$ cat src/rtl/unidad_busqueda_pkg.sv
// Shared definitions for the instruction-fetch unit: FSM encoding, widths and
// the default reset PC.
package unidad_busqueda_pkg;

  localparam int XLEN  = 32;
  localparam int JIDX_W = 26;
  localparam logic [XLEN-1:0] DEFAULT_RESET_PC = 32'h0000_0000;

  typedef enum logic [1:0] {
    ST_IDLE  = 2'd0,
    ST_WAIT  = 2'd1,
    ST_ISSUE = 2'd2,
    ST_HALT  = 2'd3
  } fetch_state_t;

  function automatic logic is_word_aligned(input logic [XLEN-1:0] addr);
    return (addr[1:0] == 2'b00);
  endfunction

endpackage

$ cat src/rtl/unidad_busqueda_siguiente_pc.sv
// Next-PC selection: jr > j > branch > sequential, plus misalignment detect on
// the selected target only.
module siguiente_pc
  import unidad_busqueda_pkg::*;
(
  input  logic [XLEN-1:0]   pc_plus4,
  input  logic              branch_taken,
  input  logic [XLEN-1:0]   branch_offset,
  input  logic              jump,
  input  logic [JIDX_W-1:0] jump_index,
  input  logic              jump_reg,
  input  logic [XLEN-1:0]   reg_target,
  output logic [XLEN-1:0]   next_pc,
  output logic              misaligned
);

  logic signed [XLEN-1:0] base_s;
  logic signed [XLEN-1:0] offset_s;
  logic signed [XLEN-1:0] branch_sum_s;

  // Two's-complement add wraps modulo 2^32, which is the intended behaviour.
  assign base_s       = signed'(pc_plus4);
  assign offset_s     = signed'(branch_offset);
  assign branch_sum_s = base_s + offset_s;

  always_comb begin
    next_pc = pc_plus4;
    if (jump_reg)
      next_pc = reg_target;
    else if (jump)
      next_pc = {pc_plus4[31:28], jump_index, 2'b00};
    else if (branch_taken)
      next_pc = unsigned'(branch_sum_s);
  end

  assign misaligned = !is_word_aligned(next_pc);

endmodule

$ cat src/rtl/unidad_busqueda.sv
// Instruction-fetch unit: PC register, req/ack fetch FSM, latched instruction
// and a sticky misalignment trap that parks the unit in HALT.
module unidad_busqueda
  import unidad_busqueda_pkg::*;
#(
  parameter logic [31:0] RESET_PC = DEFAULT_RESET_PC,
  parameter int          AW       = 8
) (
  input  logic          clk,
  input  logic          reset,
  input  logic          enable,
  input  logic          branch_taken,
  input  logic [31:0]   branch_offset,
  input  logic          jump,
  input  logic [25:0]   jump_index,
  input  logic          jump_reg,
  input  logic [31:0]   reg_target,
  input  logic          imem_ack,
  input  logic [31:0]   imem_rdata,
  output logic [31:0]   pc,
  output logic [31:0]   pc_plus4,
  output logic [AW-1:0] imem_addr,
  output logic          imem_req,
  output logic [31:0]   instr,
  output logic          instr_valid,
  output logic          misaligned
);

  fetch_state_t state, state_nxt;
  logic [31:0]  next_pc;
  logic         target_misaligned;
  logic         advance;

  assign pc_plus4  = pc + 32'd4;
  assign imem_addr = pc[AW+1:2];

  siguiente_pc u_siguiente_pc (
    .pc_plus4      (pc_plus4),
    .branch_taken  (branch_taken),
    .branch_offset (branch_offset),
    .jump          (jump),
    .jump_index    (jump_index),
    .jump_reg      (jump_reg),
    .reg_target    (reg_target),
    .next_pc       (next_pc),
    .misaligned    (target_misaligned)
  );

  assign advance = (state == ST_ISSUE) && enable;

  always_ff @(posedge clk) begin
    if (reset)
      state <= ST_IDLE;
    else
      state <= state_nxt;
  end

  always_comb begin
    state_nxt   = state;
    imem_req    = 1'b0;
    instr_valid = 1'b0;
    case (state)
      ST_IDLE: state_nxt = ST_WAIT;
      ST_WAIT: begin
        imem_req = 1'b1;
        if (imem_ack)
          state_nxt = ST_ISSUE;
      end
      ST_ISSUE: begin
        instr_valid = 1'b1;
        if (enable)
          state_nxt = target_misaligned ? ST_HALT : ST_WAIT;
      end
      ST_HALT: state_nxt = ST_HALT;
      default: state_nxt = ST_IDLE;
    endcase
  end

  // A trapping target leaves pc pointing at the offending instruction.
  always_ff @(posedge clk) begin
    if (reset) begin
      pc         <= RESET_PC;
      instr      <= 32'h0;
      misaligned <= 1'b0;
    end else begin
      if (state == ST_WAIT && imem_ack)
        instr <= imem_rdata;
      if (advance && !target_misaligned)
        pc <= next_pc;
      if (advance && target_misaligned)
        misaligned <= 1'b1;
    end
  end

endmodule

$ cat config.mk
export PLATFORM = sky130hd
export DESIGN_NAME = unidad_busqueda
export DESIGN_NICKNAME = d
export VERILOG_FILES = /design/src/rtl/unidad_busqueda_pkg.sv /design/src/rtl/unidad_busqueda_siguiente_pc.sv /design/src/rtl/unidad_busqueda.sv
export SDC_FILE = /design/constraint.sdc
export NUM_CORES = 1
export LEC_CHECK = 0
export ABC_AREA = 1
export BUFFER_PORTS_ARGS = -buffer_cell sky130_fd_sc_hd__clkbuf_2
export CORE_ASPECT_RATIO = 1.1
export CORE_UTILIZATION = 49
export CTS_CLUSTER_SIZE = 14
export DETAILED_ROUTE_END_ITERATION = 8
export PLACE_DENSITY = 0.78
export SYNTH_ARGS = -nofsm -noshare
export SYNTH_HDL_FRONTEND = slang
export SYNTH_SLANG_ARGS = --single-unit
$ cat constraint.sdc
create_clock -name clk -period 3.63 [get_ports clk]
set_input_delay 0.9075 -clock clk [delete_from_list [all_inputs] [get_ports clk]]
set_output_delay 0.9075 -clock clk [all_outputs]
set_load 0.05 [all_outputs]
==> impl_metrics.tcl, run 1 <==
set metrics [dict create \
    finalCritPeriodShare_pct 90.8 \
    final_nets 1585 \
    p_total_mw 2.44 \
    setup_viol 0 \
    cts_setup_buffers 0 \
    gr-total-overflow 0 \
    async_flop_share_pct 0 \
    drc 0 \
    fmax_ghz 0.303 \
    cts_root_buffer "clkbuf_16" \
    synth_edf_count 0 \
    ys_types 49 \
    h-tree-depth 3 \
    clkSlewWorstSetupHoldPaths_ns 0.05 \
    synthFlopType "dfxtp_1" \
    final-instance-count-excl-fill 1604 \
    cts.sinks 67 \
    worst_ep_required_time_ns 3.89 \
    dr.first_iter.drc_count 569 \
    fin_ws_ns 0.333 \
    rsz0062_at_grt "false" \
    ant_nets 0 \
    crit_chain "ha_1 -> nand3_1 -> nor2_4 -> nand3_1 -> inv_1 -> nand3_1 -> nand2_1 -> inv_1 -> ha_1 -> nand2_1 -> inv_1 -> nand3_1 -> inv_1 -> a21oi_1 -> nor2_1 -> nor2_1 -> nand2_1 -> nand2_1 -> nand3_1 -> nand2_1 -> nand2_1 -> a21oi_1" \
    core_um2 13400 \
    crit_buf_inv 4 \
    power_density_nw_per_um2 289 \
    synth_nets 1369 \
    area_growth_pct 23.5 \
    cts-resized-gates 0 \
    vias_per_cell 5.09 \
    slew_headroom_pct 65.2 \
    ys_warn_count 0 \
    synth_cells 1200 \
    placed_cell_area_um2 8110 \
    intPower_mw 1.60 \
    grt_pass1_wl_um 37500 \
    insertion_delay_ns 0.33 \
    cpMostUsedCell "nand2_1" \
    status "finished clean" \
    synth_area_um2 6830 \
    rows 44 \
    post-route-util_pct 63.0 \
    ys_seq_area_share_pct 19.6 \
    seqPwrFrac_pct 33.1 \
    routedWlPerCell_um 14.9 \
    fin_crit_ns 3.30 \
    end_kind "register" \
    avgSynthCellArea_um2 5.69 \
    crit_family "simple AND/OR/NAND/NOR gates" \
    place.port_buffers 235 \
    leakagePower_nw 4.91 \
    cts_tree "done" \
    slowest_delay_ns 0.42 \
    io_pins 236 \
    cp_max_fo 5 \
    crit_path_start_kind "register" \
    crit_cells 22 \
    pwr-share-clk_pct 38.0 \
    ctsHoldBuffers 0 \
    final_area_um2 8430 \
    ir_drop_v 0.000348 \
    min_delay_path_depth 1 \
    place_worst_setup_slack_ns 0.371 \
    clock_skew_ns 0.00474 \
    power.net_switching_mw 0.838 \
    grtUsageTotal_pct 33.4 \
    r2r_setup_slack_ns 0.33 \
    wl_um 24000 \
    die-area_um2 14400 \
    r2r_cells 22 \
    grt_antenna_before_repair 0 \
    setup-tns-final_ns 0 \
    die_w_um 115 \
    diodes 0 \
    synth_seq_cells 67 \
    power_switching_share_pct 34.4 \
    slowest_stage "dfxtp_1" \
    num_vias 8168 \
    worstSetupPathType "reg -> reg" \
    hold_viol 0 \
    clockBufferDepth 2 \
    first_pass_iters 7 \
    dieHeight_um 126 \
    place_hpwl_um 20000 \
    tightest_slew_ns 0.517 \
    maxCapViolCount 0 \
    hold_class "reg -> reg" \
    holdWs_ns 0.464 \
    numCtsBuffers 9 \
    dp_cells 1589 \
    gp_congestion 1.03 \
    slew_violations 0 \
    combPwrFrac_pct 28.9 \
    start_util_pct 51.0 \
    grt_pass1_vias 7678 \
    layout-drive-gt1-share_pct 22.4 \
    grt_max_degree 41 \
    cp.arrival_ns 3.55 \
]
final cells by class:
class / instances / area [µm²]
fill: 1406 / 4950
multi-input combinational: 917 / 4610
sequential: 67 / 1340
timing repair buffer: 250 / 1290
inverter: 171 / 647
clock buffer: 10 / 239
tap: 184 / 230
clock inverter: 5 / 77.6
placed cells by master (no fill, tap or decap), drive strengths merged, types with 13 or more instances in the layout:
cell | synthesis | routed
xnor2 | 13 | 13
nand3 | 61 | 61
dfxtp | 67 | 67
o21ai | 77 | 77
inv | 169 | 169
nand2 | 398 | 398
a21oi | 89 | 89
nor2 | 178 | 178
xor2 | 13 | 13
buf | 22 | 15
clkbuf | 21 | 245
ha | 39 | 39
registers in the layout, summed over array words and instances (netlist names):
name        count
instr          32
misaligned      1
pc             32
state           2
logic make-up (layout without fill, tap and decap cells):
kind of cell,after synthesis,count (layout),share of synthesized area (%)
buf+inv,216,436,13.3
simple gates,668,668,41.5
fa+ha+maj,40,40,7.44
flops,67,67,19.6
compound gates,183,183,14.3
xor+xnor,26,26,3.78
cell usage after synthesis, types with 2 or more instances:
cell	number	area, µm²
nand2_1	382	1430
nor2_1	167	627
inv_1	163	612
a21oi_1	87	435
dfxtp_1	67	1340
o21ai_0	66	330
nand3_1	59	295
ha_1	39	488
clkbuf_1	20	75.1
buf_4	15	113
nand4_1	12	75.1
xor2_1	12	105
nand2_2	11	68.8
o21ai_1	11	55.1
xnor2_1	10	87.6
nor2_4	9	101
nor3_1	6	30.0
inv_2	5	18.8
nand2_4	5	56.3
a21o_1	4	30.0
o21bai_1	4	30.0
buf_2	3	15.0
nand3b_1	3	22.5
or2_2	3	18.8
xnor2_2	3	48.8
a21oi_2	2	17.5
and2_1	2	12.5
buf_1	2	7.51
buf_6	2	22.5
clkinv_1	2	7.51
dlygate4sd1_1	2	17.5
nand3_2	2	20.0
nor3_2	2	20.0
o211ai_1	2	15.0
o21bai_2	2	22.5
power by group through the flow:
stage,clock (mW),combinational (mW),sequential (mW)
CTS,0.934,0.699,0.805
global placement,0,0.696,0.819
floorplan,0,0.354,0.942
global route,0.965,0.764,0.809
detailed placement,0,0.697,0.819
finish,0.925,0.705,0.806
worst paths after layout:
kind,startpoint,endpoint
worst min register to register,misaligned,misaligned
worst min-delay path,misaligned,misaligned
worst max register to register,pc[3],pc[30]
worst max-delay path,pc[3],pc[30]
routing by layer:
metal | up-vias | part of all wire (%) | track usage [%]
met5 | - | 0 | 0
met4 | 0 | 3.9 | 15.0
met3 | 56 | 7.3 | 3.95
met2 | 369 | 46 | 55.4
met1 | 3566 | 43 | 43.2
li1 | 4177 | - | -
Note: power is estimated with default switching activity, not from simulation.
==> inputs of run 2 (changes only) <==
--- a/config.mk
+++ b/config.mk
@@ -6,12 +6,11 @@
 export NUM_CORES = 1
 export LEC_CHECK = 0
 export ABC_AREA = 1
-export BUFFER_PORTS_ARGS = -buffer_cell sky130_fd_sc_hd__clkbuf_2
 export CORE_ASPECT_RATIO = 1.1
 export CORE_UTILIZATION = 49
 export CTS_CLUSTER_SIZE = 14
 export DETAILED_ROUTE_END_ITERATION = 8
-export PLACE_DENSITY = 0.78
+export DONT_BUFFER_PORTS = 1
 export SYNTH_ARGS = -nofsm -noshare
 export SYNTH_HDL_FRONTEND = slang
 export SYNTH_SLANG_ARGS = --single-unit
==> constraint.sdc (replaced) <==
create_clock -name clk -period 3.6 [get_ports clk]
set_input_delay 0.72 -clock clk [delete_from_list [all_inputs] [get_ports clk]]
set_output_delay 0.72 -clock clk [all_outputs]
set_load 0.05 [all_outputs]
==> impl_metrics.tcl, run 2 (synthesized netlist as in run 1, its figures left out) <==
set metrics [dict create \
    status "finished clean" \
    cts_root_buffer "clkbuf_16" \
    cts_setup_buffers 0 \
    place.port_buffers 0 \
    diodes 0 \
    finalCritPeriodShare_pct 93.4 \
    setup-tns-final_ns 0 \
    place_hpwl_um 19700 \
    rsz0062_at_grt "false" \
    min_from "reset" \
    tightest_slew_ns 0.944 \
    end_kind "register" \
    seq_area_um2 1340 \
    area_growth_pct 11.8 \
    numCtsBuffers 9 \
    worst_ep_required_time_ns 3.81 \
    dp_cells 1405 \
    hold_viol 0 \
    vias_per_cell 5.26 \
    slowest_stage "ha_1" \
    fin_crit_ns 3.36 \
    layout-drive-gt1-share_pct 10.7 \
    power_switching_share_pct 33.3 \
    dieHeight_um 126 \
    ant_nets 0 \
    pwr-share-clk_pct 40.1 \
    cts.sinks 67 \
    cp.arrival_ns 3.57 \
    die-area_um2 14400 \
    ir_drop_v 0.000330 \
    ctsHoldBuffers 0 \
    slew_headroom_pct 36.8 \
    drc 0 \
    dr.first_iter.drc_count 494 \
    intPower_mw 1.57 \
    core_um2 13400 \
    startpoint "pc[2]" \
    cts-resized-gates 0 \
    crit_path_start_kind "register" \
    power.net_switching_mw 0.780 \
    grt_pass1_wl_um 36400 \
    hold_class "in -> reg" \
    gr-total-overflow 0 \
    final_nets 1401 \
    combPwrFrac_pct 21.0 \
    wl_um 23500 \
    gp_congestion 1.08 \
    h-tree-depth 3 \
    grt_pass1_vias 7017 \
    final_common_cell "nand2_1" \
    die_w_um 115 \
    slew_violations 0 \
    fill_cells 1430 \
    clockBufferDepth 2 \
    fmax_ghz 0.297 \
    leakagePower_nw 4.17 \
    cpMostUsedCell "nand2_1" \
    top_regs "instr: 32 flops, pc: 32 flops, state: 2 flops" \
    grt_antenna_before_repair 0 \
    seqPwrFrac_pct 38.9 \
    rr_startpoint "pc[2]" \
    grtUsageTotal_pct 33.1 \
    io_pins 236 \
    first_pass_iters 8 \
    post-route-util_pct 57.1 \
    rows 44 \
    insertion_delay_ns 0.33 \
    final_cell_mix "382 x nand2_1, 167 x nor2_1, 163 x inv_1, 87 x a21oi_1, 67 x dfxtp_1" \
    worstSetupPathType "reg -> reg" \
    maxCapViolCount 0 \
    cp_max_fo 6 \
    num_vias 7471 \
    clkSlewWorstSetupHoldPaths_ns 0.05 \
    grt_max_degree 44 \
    clock_skew_ns 0.00399 \
    slowest_delay_ns 0.42 \
    routedWlPerCell_um 16.6 \
    final-instance-count-excl-fill 1419 \
    start_util_pct 51.0 \
    cts_tree "done" \
    crit_chain "ha_1 -> nand3_1 -> inv_2 -> nand2_4 -> nor2_1 -> xnor2_1 -> inv_1 -> ha_1 -> nand2_1 -> nor2_1 -> inv_1 -> nor2_1 -> nand4_1 -> nand4_1 -> nand3_1 -> nand2_1 -> nand2_1 -> nand2_1 -> a21oi_1" \
    power_density_nw_per_um2 307 \
    multi_input_area_um2 4610 \
    setup_viol 0 \
]
## run 2: cell count changes in the layout (fill, tap and decap cells not counted)
cell,change
buf_4,+51
clkinvlp_4,-1
clkbuf_2,-235
clkbuf_1,+1
clkbuf_8,+1
clkinv_2,-2
## run 2: critical path, delay by kind of cell (launching register included)
kind            cells  cell delay [ns]
compound gates      1             0.07
simple gates       12             1.51
flops               1             0.39
buf+inv             3             0.40
fa+ha+maj           2             0.63
xor+xnor            1             0.24
## run 2: layer usage
metal	up-vias	routed length (µm)	GRT usage [%]
met4	0	869	15.6
met1	3297	10400	43.5
li1	3806	-	-
met3	44	1790	6.59
met2	324	10500	51.9
met5	-	0	0
## run 2: power groups by stage
stage / logic (mW) / clock network [mW] / registers [mW]
final: 0.493 / 0.940 / 0.913
after floorplan: 0.357 / 0 / 0.950
after CTS: 0.490 / 0.953 / 0.912
after global routing: 0.548 / 0.986 / 0.917
after detailed placement: 0.489 / 0 / 0.926
after global placement: 0.489 / 0 / 0.928
## run 2: final timing paths
| path | end | slack [ns] | depth (start not counted) |
|---|---|---|---|
| worst max register to register | pc[20] | 0.24 | 19 |
| worst min-delay path | pc[31] | 0.45 | 1 |
| worst max-delay path | pc[20] | 0.24 | 19 |
| worst min register to register | pc[1] | 0.50 | 2 |
## run 2: final cells by class
class,instances,share of cell area (%)
Clock buffer,12,3.36
Clock inverter,2,0.786
Inverter,171,8.47
Multi-Input combinational cell,917,60.3
Sequential cell,67,17.6
Tap cell,184,3.01
Timing Repair Buffer,66,6.49
## run 2: stage by stage
step / cell area [µm²] / power [mW] / hold WS [ns] / worst slack [ns]
4_1_cts: 7640 / 2.36 / 0.439 / 0.305
6_report: 7640 / 2.35 / 0.455 / 0.239
3_3_place_gp: 7320 / 1.42 / 0.485 / 0.317
2_1_floorplan: 6860 / 1.31 / 0.576 / 0.0245
3_5_place_dp: 7320 / 1.41 / 0.489 / 0.326
5_1_grt: 7640 / 2.45 / 0.436 / 0.00991
